### config.mk
export PLATFORM = sky130hd
export DESIGN_NAME = keypad_scan_entry_flat
export DESIGN_NICKNAME = d
export VERILOG_FILES = /design/src/rtl/keypad_scan_entry_if.sv /design/src/rtl/keypad_scan_entry.sv /design/src/flat_wrapper.sv
export SDC_FILE = /design/constraint.sdc
export NUM_CORES = 1
export LEC_CHECK = 0
export ABC_AREA = 1
export CAP_MARGIN = 20
export CORE_ASPECT_RATIO = 0.5
export CORE_UTILIZATION = 59
export CTS_CLUSTER_DIAMETER = 50
export DETAILED_ROUTE_END_ITERATION = 10
export PLACE_DENSITY = 0.8
export RECOVER_POWER = 50
export SYNTH_ARGS = -nofsm -noshare
export SYNTH_HDL_FRONTEND = slang
export SYNTH_SLANG_ARGS = --single-unit
### constraint.sdc
create_clock -name i_clk -period 7.86 [get_ports i_clk]
set_input_delay 1.572 -clock i_clk [delete_from_list [all_inputs] [get_ports i_clk]]
set_output_delay 1.572 -clock i_clk [all_outputs]
set_load 0.005 [all_outputs]
### src/rtl/keypad_scan_entry_if.sv
// Keypad-side and display-side signals of the keypad scanner.
// The environment drives the columns and the clear; the scanner drives rows and entry data.
interface keypad_scan_entry_if #(
  parameter int WIDTH_DATA = 16
);
  logic [3:0]            i_col;
  logic                  i_clr;
  logic [3:0]            o_row;
  logic [WIDTH_DATA-1:0] o_data;
  logic                  o_key_valid;
  logic [3:0]            o_key_code;

  modport master (
    output i_col, i_clr,
    input  o_row, o_data, o_key_valid, o_key_code
  );

  modport slave (
    input  i_col, i_clr,
    output o_row, o_data, o_key_valid, o_key_code
  );
endinterface

### src/rtl/keypad_scan_entry.sv
// 4x4 matrix keypad scanner with whole-scan debounce.
// Accepted keys are shifted as hex digits into the display entry register.
module keypad_scan_entry #(
  parameter int SCAN_DIV       = 50000,
  parameter int DEBOUNCE_SCANS = 4,
  parameter int WIDTH_DATA     = 16
) (
  input  logic               i_clk,
  input  logic               i_rst_n,
  keypad_scan_entry_if.slave bus
);
  localparam int DIV_W = $clog2(SCAN_DIV);
  localparam int CNT_W = $clog2(DEBOUNCE_SCANS + 1);
  localparam logic [DIV_W-1:0] DIV_LAST = DIV_W'(SCAN_DIV - 1);
  localparam logic [CNT_W-1:0] CNT_DONE = CNT_W'(DEBOUNCE_SCANS);
  localparam logic [CNT_W-1:0] CNT_ONE  = CNT_W'(1);

  typedef enum logic [1:0] {
    ST_IDLE     = 2'd0,
    ST_DEBOUNCE = 2'd1,
    ST_PRESSED  = 2'd2,
    ST_RELEASE  = 2'd3
  } state_t;

  function automatic logic [4:0] pop16(input logic [15:0] v);
    logic [4:0] n;
    n = 5'd0;
    for (int i = 0; i < 16; i++) begin
      n = n + {4'd0, v[i]};
    end
    return n;
  endfunction

  function automatic logic [3:0] low_idx(input logic [15:0] v);
    logic [3:0] idx;
    idx = 4'd0;
    for (int i = 15; i >= 0; i--) begin
      if (v[i]) begin
        idx = 4'(i);
      end else begin
        idx = idx;
      end
    end
    return idx;
  endfunction

  // snapshot bit index is 4*row+col
  function automatic logic [3:0] key_map(input logic [3:0] idx);
    logic [3:0] code;
    case (idx)
      4'd0:    code = 4'h1;
      4'd1:    code = 4'h2;
      4'd2:    code = 4'h3;
      4'd3:    code = 4'hA;
      4'd4:    code = 4'h4;
      4'd5:    code = 4'h5;
      4'd6:    code = 4'h6;
      4'd7:    code = 4'hB;
      4'd8:    code = 4'h7;
      4'd9:    code = 4'h8;
      4'd10:   code = 4'h9;
      4'd11:   code = 4'hC;
      4'd12:   code = 4'hE;
      4'd13:   code = 4'h0;
      4'd14:   code = 4'hF;
      4'd15:   code = 4'hD;
      default: code = 4'h0;
    endcase
    return code;
  endfunction

  logic [3:0]            col_meta_r;
  logic [3:0]            col_sync_r;
  logic [DIV_W-1:0]      div_r;
  logic [1:0]            row_idx_r;
  logic [3:0]            row_r;
  logic [15:0]           snap_r;
  state_t                state_r;
  logic [CNT_W-1:0]      cnt_r;
  logic [3:0]            cand_r;
  logic                  key_valid_r;
  logic [3:0]            key_code_r;
  logic [WIDTH_DATA-1:0] data_r;

  logic                  tick_s;
  logic                  scan_done_s;
  logic [15:0]           snap_next_s;
  logic [4:0]            hits_s;
  logic                  none_s;
  logic                  single_s;
  logic [3:0]            key_s;
  logic [CNT_W-1:0]      cnt_inc_s;
  logic [WIDTH_DATA-1:0] shift_s;

  // two-flop synchroniser for the asynchronous column inputs
  always_ff @(posedge i_clk or negedge i_rst_n) begin
    if (!i_rst_n) begin
      col_meta_r <= 4'b1111;
      col_sync_r <= 4'b1111;
    end else begin
      col_meta_r <= bus.i_col;
      col_sync_r <= col_meta_r;
    end
  end

  // scan classification, including the row being captured on this tick
  always_comb begin
    snap_next_s = snap_r;
    snap_next_s[{row_idx_r, 2'b00} +: 4] = ~col_sync_r;
    tick_s      = (div_r == DIV_LAST);
    scan_done_s = tick_s && (row_idx_r == 2'd3);
    hits_s      = pop16(snap_next_s);
    none_s      = (hits_s == 5'd0);
    single_s    = (hits_s == 5'd1);
    key_s       = key_map(low_idx(snap_next_s));
    cnt_inc_s   = cnt_r + CNT_ONE;
    shift_s     = {data_r[WIDTH_DATA-5:0], key_s};
  end

  // row step divider, row drive and snapshot capture
  always_ff @(posedge i_clk or negedge i_rst_n) begin
    if (!i_rst_n) begin
      div_r     <= '0;
      row_idx_r <= 2'd0;
      row_r     <= 4'b1110;
      snap_r    <= 16'h0000;
    end else if (tick_s) begin
      div_r     <= '0;
      row_idx_r <= row_idx_r + 2'd1;
      row_r     <= ~(4'b0001 << (row_idx_r + 2'd1));
      snap_r    <= snap_next_s;
    end else begin
      div_r     <= div_r + DIV_W'(1);
    end
  end

  // debounce FSM with registered accept outputs and entry register
  always_ff @(posedge i_clk or negedge i_rst_n) begin
    if (!i_rst_n) begin
      state_r     <= ST_IDLE;
      cnt_r       <= '0;
      cand_r      <= 4'h0;
      key_valid_r <= 1'b0;
      key_code_r  <= 4'h0;
      data_r      <= '0;
    end else begin
      key_valid_r <= 1'b0;
      if (scan_done_s) begin
        case (state_r)
          ST_IDLE: begin
            if (single_s) begin
              cand_r <= key_s;
              cnt_r  <= CNT_ONE;
              if (DEBOUNCE_SCANS == 1) begin
                key_valid_r <= 1'b1;
                key_code_r  <= key_s;
                data_r      <= shift_s;
                state_r     <= ST_PRESSED;
              end else begin
                state_r <= ST_DEBOUNCE;
              end
            end else begin
              cnt_r <= '0;
            end
          end
          ST_DEBOUNCE: begin
            if (single_s && (key_s == cand_r)) begin
              cnt_r <= cnt_inc_s;
              if (cnt_inc_s == CNT_DONE) begin
                key_valid_r <= 1'b1;
                key_code_r  <= key_s;
                data_r      <= shift_s;
                state_r     <= ST_PRESSED;
              end else begin
                state_r <= ST_DEBOUNCE;
              end
            end else if (single_s) begin
              cand_r <= key_s;
              cnt_r  <= CNT_ONE;
            end else begin
              cnt_r   <= '0;
              state_r <= ST_IDLE;
            end
          end
          ST_PRESSED: begin
            if (none_s) begin
              cnt_r <= CNT_ONE;
              if (DEBOUNCE_SCANS == 1) begin
                state_r <= ST_IDLE;
              end else begin
                state_r <= ST_RELEASE;
              end
            end else begin
              state_r <= ST_PRESSED;
            end
          end
          ST_RELEASE: begin
            if (none_s) begin
              if (cnt_inc_s == CNT_DONE) begin
                cnt_r   <= '0;
                state_r <= ST_IDLE;
              end else begin
                cnt_r <= cnt_inc_s;
              end
            end else begin
              state_r <= ST_PRESSED;
            end
          end
          default: begin
            cnt_r   <= '0;
            state_r <= ST_IDLE;
          end
        endcase
      end
      // clear overrides a simultaneous shift; valid and code still update
      if (bus.i_clr) begin
        data_r <= '0;
      end
    end
  end

  assign bus.o_row       = row_r;
  assign bus.o_data      = data_r;
  assign bus.o_key_valid = key_valid_r;
  assign bus.o_key_code  = key_code_r;
endmodule

### src/flat_wrapper.sv
// flat-port wrapper written by rule: the top's interface ports become plain ports
module keypad_scan_entry_flat 
#(
  parameter int SCAN_DIV       = 50000,
  parameter int DEBOUNCE_SCANS = 4,
  parameter int WIDTH_DATA     = 16
)
  (i_clk, i_rst_n, bus_i_col, bus_i_clr, bus_o_row, bus_o_data, bus_o_key_valid, bus_o_key_code);
  keypad_scan_entry_if #(.WIDTH_DATA(WIDTH_DATA)) bus_i ();
  input  logic i_clk;
  input  logic i_rst_n;
  input wire logic [$bits(bus_i.i_col)-1:0] bus_i_col;
  input wire logic [$bits(bus_i.i_clr)-1:0] bus_i_clr;
  output wire logic [$bits(bus_i.o_row)-1:0] bus_o_row;
  output wire logic [$bits(bus_i.o_data)-1:0] bus_o_data;
  output wire logic [$bits(bus_i.o_key_valid)-1:0] bus_o_key_valid;
  output wire logic [$bits(bus_i.o_key_code)-1:0] bus_o_key_code;
  assign bus_i.i_col = bus_i_col;
  assign bus_i.i_clr = bus_i_clr;
  assign bus_o_row = bus_i.o_row;
  assign bus_o_data = bus_i.o_data;
  assign bus_o_key_valid = bus_i.o_key_valid;
  assign bus_o_key_code = bus_i.o_key_code;
  keypad_scan_entry #(.SCAN_DIV(SCAN_DIV), .DEBOUNCE_SCANS(DEBOUNCE_SCANS), .WIDTH_DATA(WIDTH_DATA)) u_core (.i_clk(i_clk), .i_rst_n(i_rst_n), .bus(bus_i));
endmodule
## Word-level counts from Yosys, hierarchy flattened

Memories as Yosys holds them, arrays and structs flattened.
Cells that the tools add are included.

- Register bits: 76
- Bits in latches: 0
- Bits in writable memories: 0
- ROM bits: 64
- Input port bits: 7
- Output and inout port bits: 25
- Logic and storage cells: 109
- Memories kept: 1

- Add/subtract/negate cells: 19
- Multiply operators: 0
- Divide/modulo/power cells: 0
- $lt $le $gt $ge: 0
- Equal/unequal tests: 14
- Shifts and indexed selects: 3
- Mux-type cells: 44
- Bitwise logic cells: 2
- Reduce and logical (&&, ||, !) cells: 14

Memories:

| name | words | width | read ports | clocked after memory_dff | write ports | line | text |
|---|---|---|---|---|---|---|---|
| (name not given) | 16 | 4 | 1 | 0 | 0 | keypad_scan_entry.sv:50 | `case (idx)` |

Operator list:

| cell | number |
|---|---|
| two-way mux 16 bit | 6 |
| two-way mux 4 bit | 18 |
| adder 5 x 1 -> 5 bit | 14 |
| adder 16 x 1 -> 16 bit, second input constant | 1 |
| bitwise mux 16 bit | 1 |
| == test 16 bit, second input constant | 1 |
| variable shift 4 x 6 -> 16 bit, first input constant | 1 |
| indexed part select 4 x 6 -> 16 bit | 1 |
| two-way mux 2 bit | 6 |
| two-way mux 3 bit | 4 |
| one-hot mux 3 bit (4 select lines) | 1 |
| AND reduction 4 bit | 3 |
| nonzero test 2 bit | 5 |
| NOT 4 bit | 2 |
| one-hot mux 2 bit (4 select lines) | 1 |
| one-hot mux 4 bit (2 select lines) | 1 |
| == test 2 bit, second input constant | 3 |
| two-way mux 1 bit | 6 |
| inequality test 2 x 1 -> 1 bit, second input constant | 3 |
| inequality test 3 bit, second input constant | 2 |
| negation 4 -> 6 bit | 1 |
| AND reduction 3 bit | 2 |
| == test 5 x 1 -> 1 bit, second input constant | 1 |
| logical NOT 5 bit | 1 |
| other kinds (10) | 11 |

## Depth between registers and ports, before layout

Gate-level depths: netlist of the first run.
An unclocked memory read counts as a cell.

- Depth in word-level cells: 26
- Mapped depth: 37
- Mapped depth without buffers: 37

## Worst setup path after synthesis of the first run

Ideal clock, no wire load.

- Path kind: reg-to-reg
- From: register u_core.row_idx_r[0]
- To: register u_core.data_r[5] (netlist: u_core.bus.o_data[5])
- Setup time: 0.118 ns
- Data arrival time: 5.839 ns
- Data required time: 7.742 ns
- Path slack: 1.903 ns
- Stages on the path, launching flop included: 29
- Buffers on the path: 1
- Period minus slack after synthesis: 5.957 ns
- Cell sequence: dfrtp_1 -> inv_1 -> ha_1 -> nor3_1 -> inv_2 -> o21a_2 -> inv_1 -> ha_1 -> fa_1 -> inv_1 -> fa_1 -> fa_1 -> inv_1 -> fa_1 -> inv_1 -> fa_1 -> inv_1 -> fa_1 -> a21oi_1 -> inv_1 -> nor3_1 -> nand3_2 -> nor2_4 -> nand2_2 -> nand2_2 -> nand3_4 -> buf_6 -> nand2_2 -> o21ai_2

- Elaborated cells on any way between the ends: 44
- Those cells by class: add/sub (16); eq/ne (3); shift (2); mux (17); reduce/logical (5); memory (1)

RTL lines:

| what | line | text |
|---|---|---|
| start, declared | keypad_scan_entry.sv:75 | `logic [1:0] row_idx_r;` |
| start signal, assigned | keypad_scan_entry.sv:129 | `row_idx_r <= row_idx_r + 2'd1;` |
| negation 4 -> 6 bit (*) | keypad_scan_entry.sv:109 | `snap_next_s[{row_idx_r, 2'b00} +: 4] = ~col_sync_r;` |
| indexed part select 4 x 6 -> 16 bit / variable shift 4 x 6 -> 16 bit (equally long branches) | keypad_scan_entry.sv:109 |  |
| bitwise mux 16 bit (*) | keypad_scan_entry.sv:109 |  |
| net u_core.snap_next_s[1] | keypad_scan_entry.sv:87 | `logic [15:0] snap_next_s;` |
| adder 1 x 1 -> 2 bit | keypad_scan_entry.sv:29 | `n = n + {4'd0, v[i]};` |
| adder 5 x 1 -> 5 bit (14 in series) | keypad_scan_entry.sv:29 |  |
| == test 5 x 1 -> 1 bit | keypad_scan_entry.sv:114 | `single_s = (hits_s == 5'd1);` |
| logical AND 1 bit (*) | keypad_scan_entry.sv:167 | `if (single_s && (key_s == cand_r)) begin` |
| nonzero test 2 bit (no source line) (*) | -- |  |
| AND reduction 4 bit (no source line) (*) | -- |  |
| end signal, assigned | keypad_scan_entry.sv:157 | `data_r <= shift_s;` |
| end signal, assigned | keypad_scan_entry.sv:172 | `data_r <= shift_s;` |
| end, declared | keypad_scan_entry.sv:83 | `logic [WIDTH_DATA-1:0] data_r;` |

Mark *: on every way through the listed nets, which the timed path passes. The rest lies on a longest branch.
A chain may end at the register's enable or synchronous reset.

## Final worst setup path of the first run

- From: register u_core.row_idx_r[0]
- To: register u_core.data_r[3] (netlist: u_core.bus.o_data[3])

- Elaborated cells on any way between the ends: 49
- Those cells by class: add/sub (16); eq/ne (3); shift (2); mux (22); reduce/logical (5); memory (1)

RTL lines:

| what | line |
|---|---|
| negation 4 -> 6 bit (*) | keypad_scan_entry.sv:109 |
| indexed part select 4 x 6 -> 16 bit / variable shift 4 x 6 -> 16 bit (equally long branches) | keypad_scan_entry.sv:109 |
| bitwise mux 16 bit (*) | keypad_scan_entry.sv:109 |
| net u_core.snap_next_s[1] | keypad_scan_entry.sv:87 |
| adder 1 x 1 -> 2 bit | keypad_scan_entry.sv:29 |
| adder 5 x 1 -> 5 bit (14 in series) | keypad_scan_entry.sv:29 |
| == test 5 x 1 -> 1 bit | keypad_scan_entry.sv:114 |
| logical AND 1 bit | keypad_scan_entry.sv:167 |
| nonzero test 2 bit (no source line) | -- |
| AND reduction 4 bit (no source line) | -- |

Mark *: on every way through the listed nets, which the timed path passes. The rest lies on a longest branch. The select of a mux whose other input is x is not followed.

==> results of run 1 <==
-- state kept, by name, indices dropped and copies added (netlist names) --
register	cells
u_core.bus.o_data	16
u_core.bus.o_key_code	4
u_core.bus.o_key_valid	1
u_core.bus.o_row	4
u_core.cand_r	4
u_core.cnt_r	3
u_core.col_meta_r	4
u_core.col_sync_r	4
u_core.div_r	16
u_core.row_idx_r	2
u_core.snap_r	16
u_core.state_r	2
-- critical path, delay by kind of cell, from the launching register on --
family / cells / cell delay (ns)
AND/OR/NAND/NOR: 8 / 1.68
flip-flops: 1 / 0.48
AO/OA/AOI/OAI: 3 / 0.44
adder cells (fa/ha/maj): 8 / 3.40
buffers and inverters: 8 / 0.69
-- path summary, 6_finish.rpt --
kind                                               endpoint  slack, ns  cells past startpoint
max in group asynchronous        u_core.div_r[10]$_DFF_PN0_       3.07                      1
hold reg to reg              u_core.col_sync_r[3]$_DFF_PN1_       0.35                      0
setup / recovery           u_core.bus.o_data[3]$_DFFE_PN0P_       1.01                     27
setup reg to reg           u_core.bus.o_data[3]$_DFFE_PN0P_       1.01                     27
min in group asynchronous  u_core.bus.o_data[9]$_DFFE_PN0P_       2.59                      1
hold / removal               u_core.col_sync_r[3]$_DFF_PN1_       0.35                      0
-- layer usage --
layer	global-route usage, %	wire, um
met1	32.0	4150
met2	39.9	4110
met3	6.37	362
met4	10.2	204
met5	0	0
-- logic make-up after synthesis --
| family | count (synthesis) | synth area share (%) |
|---|---|---|
| flops | 76 | 42.8 |
| compound gates | 72 | 11.0 |
| buf+inv | 88 | 7.88 |
| fa+ha+maj | 26 | 8.94 |
| xor+xnor | 7 | 1.37 |
| simple gates | 274 | 28.0 |
-- area by class of cell --
| class | instances | area (um^2) |
|---|---|---|
| fillers | 577 | 2150 |
| clock inverters | 4 | 72.6 |
| inverters | 80 | 300 |
| multi-input cells | 379 | 2210 |
| well taps | 96 | 120 |
| clock buffers | 12 | 246 |
| flip-flops and latches | 76 | 1920 |
| repair buffers | 32 | 308 |
-- per-stage QoR --
step	cells	total power, mW	cell area, um^2	worst slack, ns
finish	679	0.921	5170	1.01
global route	679	0.957	5170	0.488
CTS	679	0.931	5180	1.00
detailed placement	663	0.490	4860	1.18
global placement	663	0.486	4860	1.40
floorplan	543	0.460	4480	1.90
-- where the power goes --
part           switching [mW]  leakage, nW  internal (mW)
Combinational          0.0477         1.33         0.0296
Sequential            0.00570         1.01          0.400
Clock                   0.152        0.153          0.286
Total                   0.205         2.49          0.716
-- cells in the final DEF (no fill, tap or decap), types with 7 or more instances in the layout --
cell type,synthesis,routed
a21oi_1,8,8
clkbuf_16,0,9
clkdlybuf4s50_1,0,26
dfrtp_1,65,65
dfstp_2,11,11
fa_1,10,10
ha_1,16,16
inv_1,71,71
inv_2,8,8
nand2_1,147,147
nand2_2,25,25
nand3_1,14,14
nand4_1,7,7
nor2_1,49,49
nor3_1,10,10
o21ai_0,25,25
o21ai_2,16,16
==> results_dict.tcl, run 1 <==
set metrics [dict create \
    start_util_pct 61.1 \
    hpwl_um 6390 \
    synth_area_leaders "dfrtp_1 36%, nand2_1 12%, dfstp_2 6.5%" \
    outcome "finished, violations left" \
    grt_setup_unrepaired "false" \
    cts.clk_slew.worst_paths_ns 0.05 \
    crit_type "reg -> reg" \
    violations "DRC, capacitance limit, slew limit" \
    cp_slowest_cell "fa_1" \
    drive_gt1_share_pct 16.1 \
    yosysMostFrequentCell "nand2_1" \
    final.min_clock_period_ns 6.85 \
    hold_viol 0 \
    cts_tree "yes" \
    area_delta_synth_final_pct 15.5 \
    cts_max_path_buffers 2 \
    ctsHoldBuffers 0 \
    synth_warnings 0 \
    crit_fanout 32 \
    root_buffer "clkbuf_16" \
    fin_crit_sh_pct 87.1 \
    slew_violations 124 \
    drt_iter0_markers 186 \
    async_reset_ff_share_pct 100 \
    cap_viol_max_count 2 \
    detail-route-antenna-nets 0 \
    ctsResizeCount 0 \
    cpMostUsedCell "inv_1" \
    timing.hold.ws_ns 0.355 \
    post-route-util_pct 70.6 \
    vias 3504 \
    clkLatencyLatePin_ns 0.33 \
    synth_seq_cells 76 \
    r2r-start "u_core.row_idx_r[0]$_DFFE_PN0N_" \
    power.leakage_nw 2.49 \
    cp.required_ns 8.07 \
    synth_edf_count 0 \
    drc 10 \
    wl_um 8820 \
    syn_nets 576 \
    first_pass_iters 10 \
    ys.flop_type "dfrtp_1" \
    synthCells 543 \
    seq_area_frac_synth_pct 42.8 \
    wl_per_cell_um 13.0 \
    ioPinCount 32 \
    nNetsFinal 611 \
    crit_arrival_ns 7.05 \
    globalplace.congestion 0.900 \
    htreeDepth 3 \
    syn_area_mm2 0.00448 \
    grt_pass1_vias 3359 \
    die_h_um 63.6 \
    grt.total_usage_pct 24.7 \
    max_stage_delay_ns 0.55 \
    fin_worst_skew_ns 0.00526 \
    synth_top_area_share_pct 36.3 \
    yosysTopAreaCell "dfrtp_1" \
    hold_class "reg -> reg" \
    peakVddDrop_mv 0.120 \
    crit_path_end_kind "flip-flop" \
    tns_ns 0 \
    numCtsBuffers 9 \
    viasPerCell 5.16 \
    grt_max_degree 77 \
    clock_sinks 76 \
    p_per_area_mw_per_mm2 178 \
    clock.fmax_ghz 0.146 \
    worst_pin_slew_ns 3.91 \
    startpoint_type "flip-flop" \
    rows 22 \
    finalSetupViolations 0 \
    crit_path_start "u_core.row_idx_r[0]$_DFFE_PN0N_" \
    min-delay-start "u_core.col_meta_r[3]$_DFF_PN1_" \
    post_cts_buffers 0 \
    io_buffers 31 \
    antenna_cells 0 \
    grt_overflow_total 0 \
    design.die.area_mm2 0.00796 \
    die_w_um 125 \
    syn_avg_cell_area_um2 8.24 \
    grt_antenna_before_repair 0 \
    relSlewSlack_pct -161 \
    synth_common_cells "147 x nand2_1, 71 x inv_1, 65 x dfrtp_1, 49 x nor2_1" \
    grt_first_pass_wirelength_um 15400 \
    coreArea_mm2 0.00732 \
    yosysUniqueCellTypes 46 \
]
(Power assumes the default switching activity.)
==> run 2: changes to the inputs <==
Settings changed: REMOVE_ABC_BUFFERS set to 1.
==> run 2 against run 1 <==
The run still ends with DRC, capacitance limit, slew limit left. Sequential power hardly changed. Final cell count unchanged. Die area unchanged. Clock skew is 0.00054 ns lower. Via count barely moved. First-iteration DRC count increased by 39%. Critical endpoint unchanged. Highest routed layer unchanged. Maximum frequency increased by 2.1%. Global-route usage about the same. Routed wire length shrank 1.7%. Largest cell class unchanged.
==> results_dict.tcl, run 2 (synthesized netlist as in run 1, its figures left out) <==
set metrics [dict create \
    final_cells 679 \
    slew_violations 123 \
    rows 22 \
    post_cts_buffers 0 \
    nNetsFinal 611 \
    die_h_um 63.6 \
    grt_max_degree 77 \
    cp.required_ns 8.08 \
    relSlewSlack_pct -161 \
    die_w_um 125 \
    finalSetupViolations 0 \
    fin_worst_skew_ns 0.00472 \
    clock_sinks 76 \
    ctsResizeCount 0 \
    power.leakage_nw 2.49 \
    cap_viol_max_count 2 \
    max_stage_delay_ns 0.52 \
    numCtsBuffers 9 \
    crit_path_end_kind "flip-flop" \
    coreArea_mm2 0.00732 \
    grt_first_pass_wirelength_um 15100 \
    layout_commonest_cell "nand2_1" \
    htreeDepth 3 \
    final.min_clock_period_ns 6.71 \
    violations "DRC, capacitance limit, slew limit" \
    outcome "finished, violations left" \
    worst_pin_slew_ns 3.92 \
    cpMostUsedCell "inv_1" \
    clkLatencyLatePin_ns 0.34 \
    cp-endpoint "u_core.bus.o_data[3]$_DFFE_PN0P_" \
    root_buffer "clkbuf_16" \
    start_util_pct 61.1 \
    timing.hold.ws_ns 0.356 \
    drive_gt1_share_pct 16.1 \
    ctsHoldBuffers 0 \
    io_buffers 31 \
    first_pass_iters 8 \
    detail-route-antenna-nets 0 \
    r2r-start "u_core.row_idx_r[0]$_DFFE_PN0N_" \
    cts_max_path_buffers 2 \
    wl_per_cell_um 12.8 \
    hpwl_um 6380 \
    clock.fmax_ghz 0.149 \
    crit_buf_inv 8 \
    rr_worst_depth 27 \
    p_per_area_mw_per_mm2 179 \
    wl_um 8670 \
    vias 3507 \
    crit_type "reg -> reg" \
    hold_class "reg -> reg" \
    crit_path_start "u_core.row_idx_r[0]$_DFFE_PN0N_" \
    drc 12 \
    viasPerCell 5.16 \
    layout_common_cells "147 x nand2_1, 71 x inv_1, 65 x dfrtp_1, 49 x nor2_1, 26 x clkdlybuf4s50_1" \
    ioPinCount 32 \
    path_depth 27 \
    reg2reg_slack_ns 1.15 \
    globalplace.congestion 0.847 \
    peakVddDrop_mv 0.146 \
    crit_arrival_ns 6.93 \
    rr_endpoint "u_core.bus.o_data[3]$_DFFE_PN0P_" \
    cp_slowest_cell "fa_1" \
    area_delta_synth_final_pct 15.5 \
    dp_cells 663 \
    cts.clk_slew.worst_paths_ns 0.06 \
    grt_pass1_vias 3359 \
    grt_antenna_before_repair 0 \
    design.die.area_mm2 0.00796 \
    tns_ns 0 \
    grt_overflow_total 0 \
    antenna_cells 0 \
    grt.total_usage_pct 24.7 \
    crit_family "adder cells" \
    hold_viol 0 \
    drt_iter0_markers 258 \
    fin_crit_sh_pct 85.4 \
    cts_tree "yes" \
    grt_setup_unrepaired "false" \
    crit_fanout 32 \
    startpoint_type "flip-flop" \
]
[run 2: cell type report]
cell class	instances	area, um^2
clock inverters	5	85.1
well taps	96	120
flip-flops and latches	76	1920
fillers	596	2150
clock buffers	11	233
multi-input cells	379	2210
inverters	80	300
repair buffers	32	308
[run 2: per-layer routing]
layer  global-route usage (%)  vias to the layer above  wire [um]
met5                        0                        -          0
met4                     10.5                        0        137
met3                     6.88                       15        534
met2                     39.0                       91       3860
met1                     32.1                     1621       4140
li1                         -                     1780          -
[run 2: worst min path at each step]
stage	from	to	slack [ns]	cells past startpoint
4_1_cts	u_core.col_meta_r[1]$_DFF_PN1_	u_core.col_sync_r[1]$_DFF_PN1_	0.36	0
3_3_place_gp	u_core.col_meta_r[1]$_DFF_PN1_	u_core.col_sync_r[1]$_DFF_PN1_	0.35	0
3_5_place_dp	u_core.col_meta_r[1]$_DFF_PN1_	u_core.col_sync_r[1]$_DFF_PN1_	0.35	0
5_1_grt	u_core.col_meta_r[1]$_DFF_PN1_	u_core.col_sync_r[1]$_DFF_PN1_	0.36	0
2_1_floorplan	u_core.col_meta_r[0]$_DFF_PN1_	u_core.col_sync_r[0]$_DFF_PN1_	0.35	0
6_report	u_core.col_meta_r[0]$_DFF_PN1_	u_core.col_sync_r[0]$_DFF_PN1_	0.36	0
[run 2: power by group]
group	leakage, nW	switching [mW]	internal [mW]
Sequential	1.01	0.00529	0.400
Combinational	1.33	0.0462	0.0294
Clock	0.150	0.164	0.280
Total	2.49	0.216	0.709
[run 2: metrics by stage]
stage | total power [mW] | instance area (um^2) | setup slack, ns | util [%]
after floorplan | 0.459 | 4420 | 1.66 | -
after global placement | 0.486 | 4860 | 1.38 | 66.4
after detailed placement | 0.489 | 4860 | 1.14 | 66.4
after CTS | 0.937 | 5180 | 1.14 | 70.7
after global routing | 0.964 | 5170 | 0.648 | 70.6
final | 0.925 | 5170 | 1.15 | 70.6
